## src/rtl/sha256_pkg.sv

```systemverilog
// Shared SHA-256 constants, FSM state type, working-set struct and round helpers.
// Latency/backpressure: n/a (declarations only).
package sha256_pkg;

    typedef enum logic [1:0] {
        IDLE  = 2'd0,
        ROUND = 2'd1,
        FINAL = 2'd2
    } state_e;

    // Word a sits in the top 32 bits, matching the hash_in/hash_out word order.
    typedef struct packed {
        logic [31:0] a;
        logic [31:0] b;
        logic [31:0] c;
        logic [31:0] d;
        logic [31:0] e;
        logic [31:0] f;
        logic [31:0] g;
        logic [31:0] h;
    } work_t;

    localparam logic [255:0] IV =
        256'h6a09e667_bb67ae85_3c6ef372_a54ff53a_510e527f_9b05688c_1f83d9ab_5be0cd19;

    localparam logic [31:0] K [64] = '{
        32'h428a2f98, 32'h71374491, 32'hb5c0fbcf, 32'he9b5dba5,
        32'h3956c25b, 32'h59f111f1, 32'h923f82a4, 32'hab1c5ed5,
        32'hd807aa98, 32'h12835b01, 32'h243185be, 32'h550c7dc3,
        32'h72be5d74, 32'h80deb1fe, 32'h9bdc06a7, 32'hc19bf174,
        32'he49b69c1, 32'hefbe4786, 32'h0fc19dc6, 32'h240ca1cc,
        32'h2de92c6f, 32'h4a7484aa, 32'h5cb0a9dc, 32'h76f988da,
        32'h983e5152, 32'ha831c66d, 32'hb00327c8, 32'hbf597fc7,
        32'hc6e00bf3, 32'hd5a79147, 32'h06ca6351, 32'h14292967,
        32'h27b70a85, 32'h2e1b2138, 32'h4d2c6dfc, 32'h53380d13,
        32'h650a7354, 32'h766a0abb, 32'h81c2c92e, 32'h92722c85,
        32'ha2bfe8a1, 32'ha81a664b, 32'hc24b8b70, 32'hc76c51a3,
        32'hd192e819, 32'hd6990624, 32'hf40e3585, 32'h106aa070,
        32'h19a4c116, 32'h1e376c08, 32'h2748774c, 32'h34b0bcb5,
        32'h391c0cb3, 32'h4ed8aa4a, 32'h5b9cca4f, 32'h682e6ff3,
        32'h748f82ee, 32'h78a5636f, 32'h84c87814, 32'h8cc70208,
        32'h90befffa, 32'ha4506ceb, 32'hbef9a3f7, 32'hc67178f2
    };

    function automatic logic [31:0] rotr(input logic [31:0] x, input int n);
        return (x >> n) | (x << (32 - n));
    endfunction

    function automatic logic [31:0] sig_0(input logic [31:0] x);
        return rotr(x, 7) ^ rotr(x, 18) ^ (x >> 3);
    endfunction

    function automatic logic [31:0] sig_1(input logic [31:0] x);
        return rotr(x, 17) ^ rotr(x, 19) ^ (x >> 10);
    endfunction

    function automatic logic [31:0] Sig0(input logic [31:0] x);
        return rotr(x, 2) ^ rotr(x, 13) ^ rotr(x, 22);
    endfunction

    function automatic logic [31:0] Sig1(input logic [31:0] x);
        return rotr(x, 6) ^ rotr(x, 11) ^ rotr(x, 25);
    endfunction

    function automatic logic [31:0] ch(input logic [31:0] x, input logic [31:0] y,
                                       input logic [31:0] z);
        return (x & y) ^ (~x & z);
    endfunction

    function automatic logic [31:0] maj(input logic [31:0] x, input logic [31:0] y,
                                        input logic [31:0] z);
        return (x & y) ^ (x & z) ^ (y & z);
    endfunction

endpackage

```

## src/rtl/sha256_block_engine_if.sv

```systemverilog
// Block-level request/result bundle for sha256_block_engine; master drives start and data.
// Latency/backpressure: n/a; start is only honoured while ready is high.
interface sha256_block_engine_if;
    logic         start;
    logic [511:0] block_in;
    logic [255:0] hash_in;
    logic         ready;
    logic         busy;
    logic         done;
    logic [255:0] hash_out;

    modport master (output start, block_in, hash_in,
                    input  ready, busy, done, hash_out);
    modport slave  (input  start, block_in, hash_in,
                    output ready, busy, done, hash_out);
endinterface

```

## src/rtl/sha256_round.sv

```systemverilog
// One SHA-256 round: next a..h from current a..h, K[t] and W[t].
// Latency: combinational; backpressure: none, the caller chooses when to register.
module sha256_round
    import sha256_pkg::*;
(
    input  work_t       cur,
    input  logic [31:0] k_t,
    input  logic [31:0] w_t,
    output work_t       nxt
);

    logic [31:0] t1;
    logic [31:0] t2;

    always_comb begin
        t1    = cur.h + Sig1(cur.e) + ch(cur.e, cur.f, cur.g) + k_t + w_t;
        t2    = Sig0(cur.a) + maj(cur.a, cur.b, cur.c);
        nxt.a = t1 + t2;
        nxt.b = cur.a;
        nxt.c = cur.b;
        nxt.d = cur.c;
        nxt.e = cur.d + t1;
        nxt.f = cur.e;
        nxt.g = cur.f;
        nxt.h = cur.g;
    end

endmodule

```

## src/rtl/sha256_block_engine.sv

```systemverilog
// Iterative SHA-256 compression of one 512-bit block; done pulses 65 edges after the start edge.
// Backpressure: start is ignored while busy; ready is already high in the done cycle.
module sha256_block_engine
    import sha256_pkg::*;
(
    input  logic                   clk,
    input  logic                   rst_n,
    sha256_block_engine_if.slave   bus
);

    state_e       state_q, state_d;
    logic [5:0]   t_q, t_d;
    work_t        work_q, work_d;
    logic [255:0] hinit_q, hinit_d;
    logic [31:0]  w_q [16];
    logic [31:0]  w_d [16];
    logic [255:0] hash_out_q, hash_out_d;
    logic         done_q, done_d;

    work_t        round_nxt;
    logic [31:0]  w_new;

    sha256_round u_round (
        .cur (work_q),
        .k_t (K[t_q]),
        .w_t (w_q[0]),
        .nxt (round_nxt)
    );

    // Window slot 0 is W[t]; the new word W[t+16] enters at slot 15.
    assign w_new = sig_1(w_q[14]) + w_q[9] + sig_0(w_q[1]) + w_q[0];

    always_comb begin
        state_d    = state_q;
        t_d        = t_q;
        work_d     = work_q;
        hinit_d    = hinit_q;
        w_d        = w_q;
        hash_out_d = hash_out_q;
        done_d     = 1'b0;

        case (state_q)
            IDLE: begin
                if (bus.start) begin
                    work_d  = work_t'(bus.hash_in);
                    hinit_d = bus.hash_in;
                    for (int i = 0; i < 16; i++) begin
                        w_d[i] = bus.block_in[511 - 32*i -: 32];
                    end
                    t_d     = 6'd0;
                    state_d = ROUND;
                end
            end
            ROUND: begin
                work_d = round_nxt;
                for (int i = 0; i < 15; i++) begin
                    w_d[i] = w_q[i + 1];
                end
                w_d[15] = w_new;
                // Leave on the explicit terminal count rather than on the 6-bit wrap.
                if (t_q == 6'd63) begin
                    state_d = FINAL;
                end else begin
                    t_d = t_q + 6'd1;
                end
            end
            FINAL: begin
                for (int i = 0; i < 8; i++) begin
                    hash_out_d[32*i +: 32] = hinit_q[32*i +: 32] + work_q[32*i +: 32];
                end
                done_d  = 1'b1;
                t_d     = 6'd0;
                state_d = IDLE;
            end
            default: begin
                state_d = IDLE;
            end
        endcase
    end

    always_ff @(posedge clk or negedge rst_n) begin
        if (!rst_n) begin
            state_q    <= IDLE;
            t_q        <= 6'd0;
            work_q     <= '0;
            hinit_q    <= '0;
            w_q        <= '{default: 32'h0};
            hash_out_q <= '0;
            done_q     <= 1'b0;
        end else begin
            state_q    <= state_d;
            t_q        <= t_d;
            work_q     <= work_d;
            hinit_q    <= hinit_d;
            w_q        <= w_d;
            hash_out_q <= hash_out_d;
            done_q     <= done_d;
        end
    end

    assign bus.ready    = (state_q == IDLE);
    assign bus.busy     = (state_q != IDLE);
    assign bus.done     = done_q;
    assign bus.hash_out = hash_out_q;

endmodule

```

## src/flat_wrapper.sv

```systemverilog
// flat-port wrapper written by rule: the top's interface ports become plain ports
module sha256_block_engine_flat import sha256_pkg::*;
  (clk, rst_n, bus_start, bus_block_in, bus_hash_in, bus_ready, bus_busy, bus_done, bus_hash_out);
  sha256_block_engine_if bus_i ();
  input  logic clk;
  input  logic rst_n;
  input wire logic [$bits(bus_i.start)-1:0] bus_start;
  input wire logic [$bits(bus_i.block_in)-1:0] bus_block_in;
  input wire logic [$bits(bus_i.hash_in)-1:0] bus_hash_in;
  output wire logic [$bits(bus_i.ready)-1:0] bus_ready;
  output wire logic [$bits(bus_i.busy)-1:0] bus_busy;
  output wire logic [$bits(bus_i.done)-1:0] bus_done;
  output wire logic [$bits(bus_i.hash_out)-1:0] bus_hash_out;
  assign bus_i.start = bus_start;
  assign bus_i.block_in = bus_block_in;
  assign bus_i.hash_in = bus_hash_in;
  assign bus_ready = bus_i.ready;
  assign bus_busy = bus_i.busy;
  assign bus_done = bus_i.done;
  assign bus_hash_out = bus_i.hash_out;
  sha256_block_engine u_core (.clk(clk), .rst_n(rst_n), .bus(bus_i));
endmodule
```

## config.mk

```make
export PLATFORM = sky130hd
export DESIGN_NAME = sha256_block_engine_flat
export DESIGN_NICKNAME = d
export VERILOG_FILES = /design/src/rtl/sha256_pkg.sv /design/src/rtl/sha256_block_engine_if.sv /design/src/rtl/sha256_round.sv /design/src/rtl/sha256_block_engine.sv /design/src/flat_wrapper.sv
export SDC_FILE = /design/constraint.sdc
export NUM_CORES = 2
export LEC_CHECK = 0
export CORE_MARGIN = 2
export CORE_UTILIZATION = 34
export CTS_CLUSTER_DIAMETER = 50
export CTS_CLUSTER_SIZE = 16
export DETAILED_ROUTE_END_ITERATION = 8
export SYNTH_ARGS = -nofsm -noshare
export SYNTH_HDL_FRONTEND = slang
export SYNTH_SLANG_ARGS = --single-unit
```

## constraint.sdc

```tcl
create_clock -name clk -period 11 [get_ports clk]
set_clock_uncertainty 0.2 [all_clocks]
set_input_delay 1.65 -clock clk [delete_from_list [all_inputs] [get_ports clk]]
set_output_delay 1.65 -clock clk [all_outputs]
set_load 0.01 [all_outputs]
```

* Yosys cells after proc, flatten, opt, wreduce, memory -nomap -nowiden *
Memory sizes are Yosys's and may differ from the RTL's.
Index checks and enable logic that the tools add are counted.

operators by class
  add/sub/neg operators = 19
  multipliers = 0
  div/mod/pow operators = 0
  magnitude comparators = 1
  equality and inequality tests = 6
  shift operators = 0
  mux-type cells = 13
  bitwise gates (word level) = 28
  reduce and logical (&&, ||, !) cells = 8

operator list
  kind                                             number
  512-bit one-hot mux with 2 select lines          1
  32-bit adder                                     18
  512-bit 2-to-1 mux                               1
  256-bit one-hot mux with 2 select lines          1
  32-bit bitwise XOR                               9
  256-bit 2-to-1 mux                               1
  32-bit bitwise AND                               5
  32-bit 2-to-1 mux                                2
  32-bit inverter                                  1
  10-bit by 32-bit OR with 32-bit output           1
  13-bit by 32-bit OR with 32-bit output           1
  14-bit by 32-bit OR with 32-bit output           1
  15-bit by 32-bit OR with 32-bit output           1
  19-bit by 32-bit OR with 32-bit output           1
  21-bit by 32-bit OR with 32-bit output           1
  25-bit by 32-bit OR with 32-bit output           1
  26-bit by 32-bit OR with 32-bit output           1
  30-bit by 32-bit OR with 32-bit output           1
  7-bit by 32-bit OR with 32-bit output            1
  32-bit by 22-bit bitwise XOR with 32-bit output  1
  32-bit by 29-bit bitwise XOR with 32-bit output  1
  6-bit one-hot mux with 3 select lines            1
  6-bit 2-to-1 mux                                 2
  7-bit >= comparator, second input constant       1
  15 further kinds                                 20

storage, ports and cells
  bits in registers = 1289
  bits in latches = 0
  RAM bits = 0
  memory bits (read-only) = 2048
  memories kept = 1

memories
  name             words  bits a word  rd ports  clocked after memory_dff  write ports  line                       source
  (no name shown)  64     32           1         0                         0            sha256_block_engine.sv:25  .k_t (K[t_q]),

* Depth between registers and ports, before layout *
  word-level depth = 9
  gate-level depth with buffers = 42
  depth with buffers taken out = 40

* Modules after synthesis *
A second synthesis with hierarchy kept.

second synthesis, totals
  cells, all modules = 9839
  area total of the unflattened synthesis = 81848.5 sq um

by module, submodules not included
  module               instances  cells an instance  area each (sq um)
  sha256_block_engine  1          8492               70853.0
  sha256_round         1          1347               10995.5

* Worst setup path after synthesis *
OpenSTA, ideal clock, no wires.

  path type = register -> register
  start point = register u_core.t_q[3]
  end point = register u_core.work_q[253] (netlist bit)
  setup time = 142 ps
  arrival time = 7794 ps
  required time = 10658 ps
  path slack = 2865 ps
  stages on the path, launching flop included = 43
  buffers on the path = 3
  clock period less this slack = 8135 ps
  cells stage by stage = dfrtp_1 clkbuf_1 clkbuf_1 clkinv_1 clkbuf_1 nor2_1 nor2_1 nor2_1 nor3_1 a21oi_1 nor2_1 a21oi_1 fa_1 fa_1 fa_1 inv_1 ha_1 inv_1 [7 not listed] nor2_1 o21ai_0 nand2b_1 xor2_1 inv_1 fa_1 inv_1 ha_1 o21ai_0 nand2_1 and3_1 o41ai_1 nand3_1 a21o_1 a21oi_1 nor2_1 nor4_1 a311oi_1

on the way
  cells in the longest elaborated chain, start to end = 8

ends and longest elaborated chain
  element                                                 line                       source
  start, declared                                         sha256_block_engine.sv:12  logic [5:0] t_q, t_d;
  start signal, assigned                                  sha256_block_engine.sv:92  t_q <= t_d;
  6-bit inverter with 7-bit output (not written as such)  sha256_block_engine.sv:25
  memory read 64 x 32 bit                                 --
  32-bit 2-to-1 mux (not written as such) (2 in series)   sha256_block_engine.sv:25
  32-bit adder (2 in series)                              sha256_round.sv:16         t1 = cur.h + Sig1(cur.e) + ch(cur.e, cur.f, cur.g) + k_t + w_t;
  32-bit adder                                            sha256_round.sv:18         nxt.a = t1 + t2;
  256-bit one-hot mux with 2 select lines                 sha256_block_engine.sv:42  case (state_q)
  end signal, assigned                                    sha256_block_engine.sv:93  work_q <= work_d;
  end, declared                                           sha256_block_engine.sv:13  work_t work_q, work_d;

No other way between the ends. The select of a mux whose other input is x is not followed.
A chain may end at the register's enable or synchronous reset.

* Final worst setup path *
  start point = register u_core.t_q[0]
  end point = register u_core.work_q[253] (netlist bit)

The elaborated chain is that of the path after synthesis.

==> results.yml <==
timing:
  setup_viol: 0
  hold_viol: 0
  fin_setup_tns_ns: 0
  period_needed_ns: 9.44
  fmax_ghz: 0.106
  maxSlewHeadroom_pct: 11.0
  worst_pin_slew_ns: 1.32
  grt_setup_unrepaired: "no"
  fin_crit_sh_pct: 85.8
  drv_slew: 0
  fin_ws_ns: 1.56
setup_path:
  crit_path_end: "u_core.work_q[253]$_DFFE_PN0P_"
  path_common_cell: "inv_1"
  r2r-start: "u_core.t_q[0]$_DFFE_PN0P_"
  worst_setup_path_end_kind: "register"
  ff2ff_path_depth: 37
  regToRegEndpoint: "u_core.work_q[253]$_DFFE_PN0P_"
  required_ns: 11.47
  crit_type: "reg -> reg"
  critPathArrivalTime_ns: 9.90
  crit_slowest_cell: "o21ai_0"
  r2r_slack_ns: 1.56
  cp_max_fo: 10
  critPathMaxStageDelay_ns: 0.56
  startpoint_type: "register"
  startpoint: "u_core.t_q[0]$_DFFE_PN0P_"
synth:
  syn_inst: 9525
  yosysTopAreaCellShare_pct: 40.5
  ys_ff_latch: 1289
  synthesis.nets: 10900
  ys.flop_type: "dfrtp_1"
  synthTopCellsByArea: "dfrtp_1, nand2_1, ha_1, a31oi_1, fa_1"
  yosys_warnings: 0
  synth_seq_area_share_pct: 40.5
  avgSynthCellArea_um2: 8.36
  synth_edf_count: 0
  synth_area_um2: 79600
  synth.distinct_cells: 84
  synth_largest_area_cell: "dfrtp_1"
  synthArstFlopShare_pct: 100
global_routing:
  antenna_found_initial: 46
  overflow: 0
  grt_pass1_vias: 71900
  grt.total_usage_pct: 29.6
  grt_pass1_wl_mm: 511
  grt_max_degree: 209
clocking:
  clock-sinks: 1289
  cts_tree: "yes"
  clockBufferDepth: 3
  clkTransAtPathRegs_ns: 0.06
  numCtsBuffers: 170
  ctsResizeCount: 0
  cts-root-buf: "clkbuf_16"
  cts_setup_buffers: 0
  htree_levels: 4
  holdBufCountCts: 0
  clkLatencyLatePin_ns: 0.86
routing:
  vias: 73500
  drt_pass1_iterations: 6
  drt_iter0_markers: 7130
  drtAntennaViolNets: 0
  wl_per_cell_um: 26.6
  wirelength_mm: 360
  drc: 0
  detail_route.vias_per_cell: 5.42
die:
  dieHeight_um: 488
  die-area_um2: 238000
  start_util_pct: 34.2
  ios: 1030
  rows: 177
  die_w_um: 488
  core_area_um2: 233000
final_layout:
  final_cell_mix: "nand2_1, dfrtp_1, clkdlybuf4s50_1"
  nNetsFinal: 11600
  post-route-util_pct: 42.5
  syn_to_final_growth_pct: 24.2
  multiInputGateArea_um2: 43800
  drive_gt1_share_pct: 4.84
  final_common_cell: "nand2_1"
  regArea_um2: 32300
  nFillCells: 23100
outcome:
  status: "finished, final reports clean"
worst_hold_path:
  hp-class: "reg -> reg"
  min_from: "u_core.hinit_q[29]$_DFFE_PN0P_"
placement:
  gp_congestion: 0.965
  hpwl_mm: 280
  io_buffers: 1029
  pre_cts_ws_ns: 1.67
run:
  max-cap-violations: 0
[logic make-up (layout without fill, tap and decap cells)]
group,Yosys count,in the layout,share of synthesized area (%)
AOI/OAI and AO/OA,2265,2265,17.7
xor gates and xnor gates,573,573,6.30
adders and majority gates,590,590,11.1
buffers and inverters,967,1837,4.56
DFF,1289,1289,40.5
muxes,56,56,0.816
other,0,22,0
and+or+nand+nor,3785,3785,19.0
[how the worst min path moves through the flow]
stage / end / slack [ns] / depth (start not counted)
floorplan: u_core.hinit_q[100]$_DFFE_PN0P_ / 0.25 / 2
CTS: u_core.bus.hash_out[132]$_DFFE_PN0P_ / 0.28 / 2
global placement: u_core.bus.hash_out[152]$_DFFE_PN0P_ / 0.26 / 2
detailed placement: u_core.bus.hash_out[132]$_DFFE_PN0P_ / 0.26 / 2
global route: u_core.hinit_q[102]$_DFFE_PN0P_ / 0.29 / 2
finish: u_core.hinit_q[29]$_DFFE_PN0P_ / 0.28 / 2
[per-layer routing]
layer	share of wire [%]	wire length [um]	GRT usage, %
met2	46	165000	47.5
met3	7.0	25200	5.41
met5	0.083	300	0
met1	41	146000	37.5
met4	6.5	23500	16.7
[critical path, delay by kind of cell, from the launching register on]
kind            cells  cell delay, ns
fa+ha+maj           7            2.98
simple gates        7            1.49
xor+xnor            1            0.23
flops               1            0.37
buf+inv             8            0.91
compound gates     14            3.13
[state kept, by name, indices dropped and copies added, names as in the netlist]
signal,flops
u_core.w_q,512
u_core.work_q,256
u_core.bus.done,1
u_core.bus.hash_out,256
u_core.hinit_q,256
u_core.state_q,2
u_core.t_q,6
[per-stage QoR]
step | hold WS (ns) | area [um^2] | cells
floorplan | 0.250 | 79600 | 9525
global placement | 0.261 | 92800 | 13200
detailed placement | 0.262 | 92800 | 13200
CTS | 0.280 | 98900 | 13500
global route | 0.290 | 98900 | 13500
finish | 0.277 | 98900 | 13500
[area by class of cell]
class	count	area share, %
Clock buffer	194	4.54
Inverter	354	1.34
Tap cell	3132	3.96
Sequential cell	1289	32.6
Multi-Input combinational cell	7269	44.2
Clock inverter	121	1.58
Antenna cell	22	0.0557
Timing Repair Buffer	1168	11.7
[Yosys cell counts, types with 51 or more instances]
master / number
nand2b_1: 60
o22ai_1: 82
and3_1: 51
o21ai_0: 407
inv_1: 351
xor2_1: 228
a21o_1: 212
a21oi_1: 405
nor2_1: 947
nand2_1: 2416
ha_1: 392
nor3_1: 64
o21a_1: 62
o21ai_1: 57
nand3_1: 84
dfrtp_1: 1289
clkbuf_1: 589
a31oi_1: 727
fa_1: 195
xnor2_1: 345
Power is left out: the tool's default activity adds up to more than one toggle a clock period on the data nets, which glitch-free logic cannot reach.
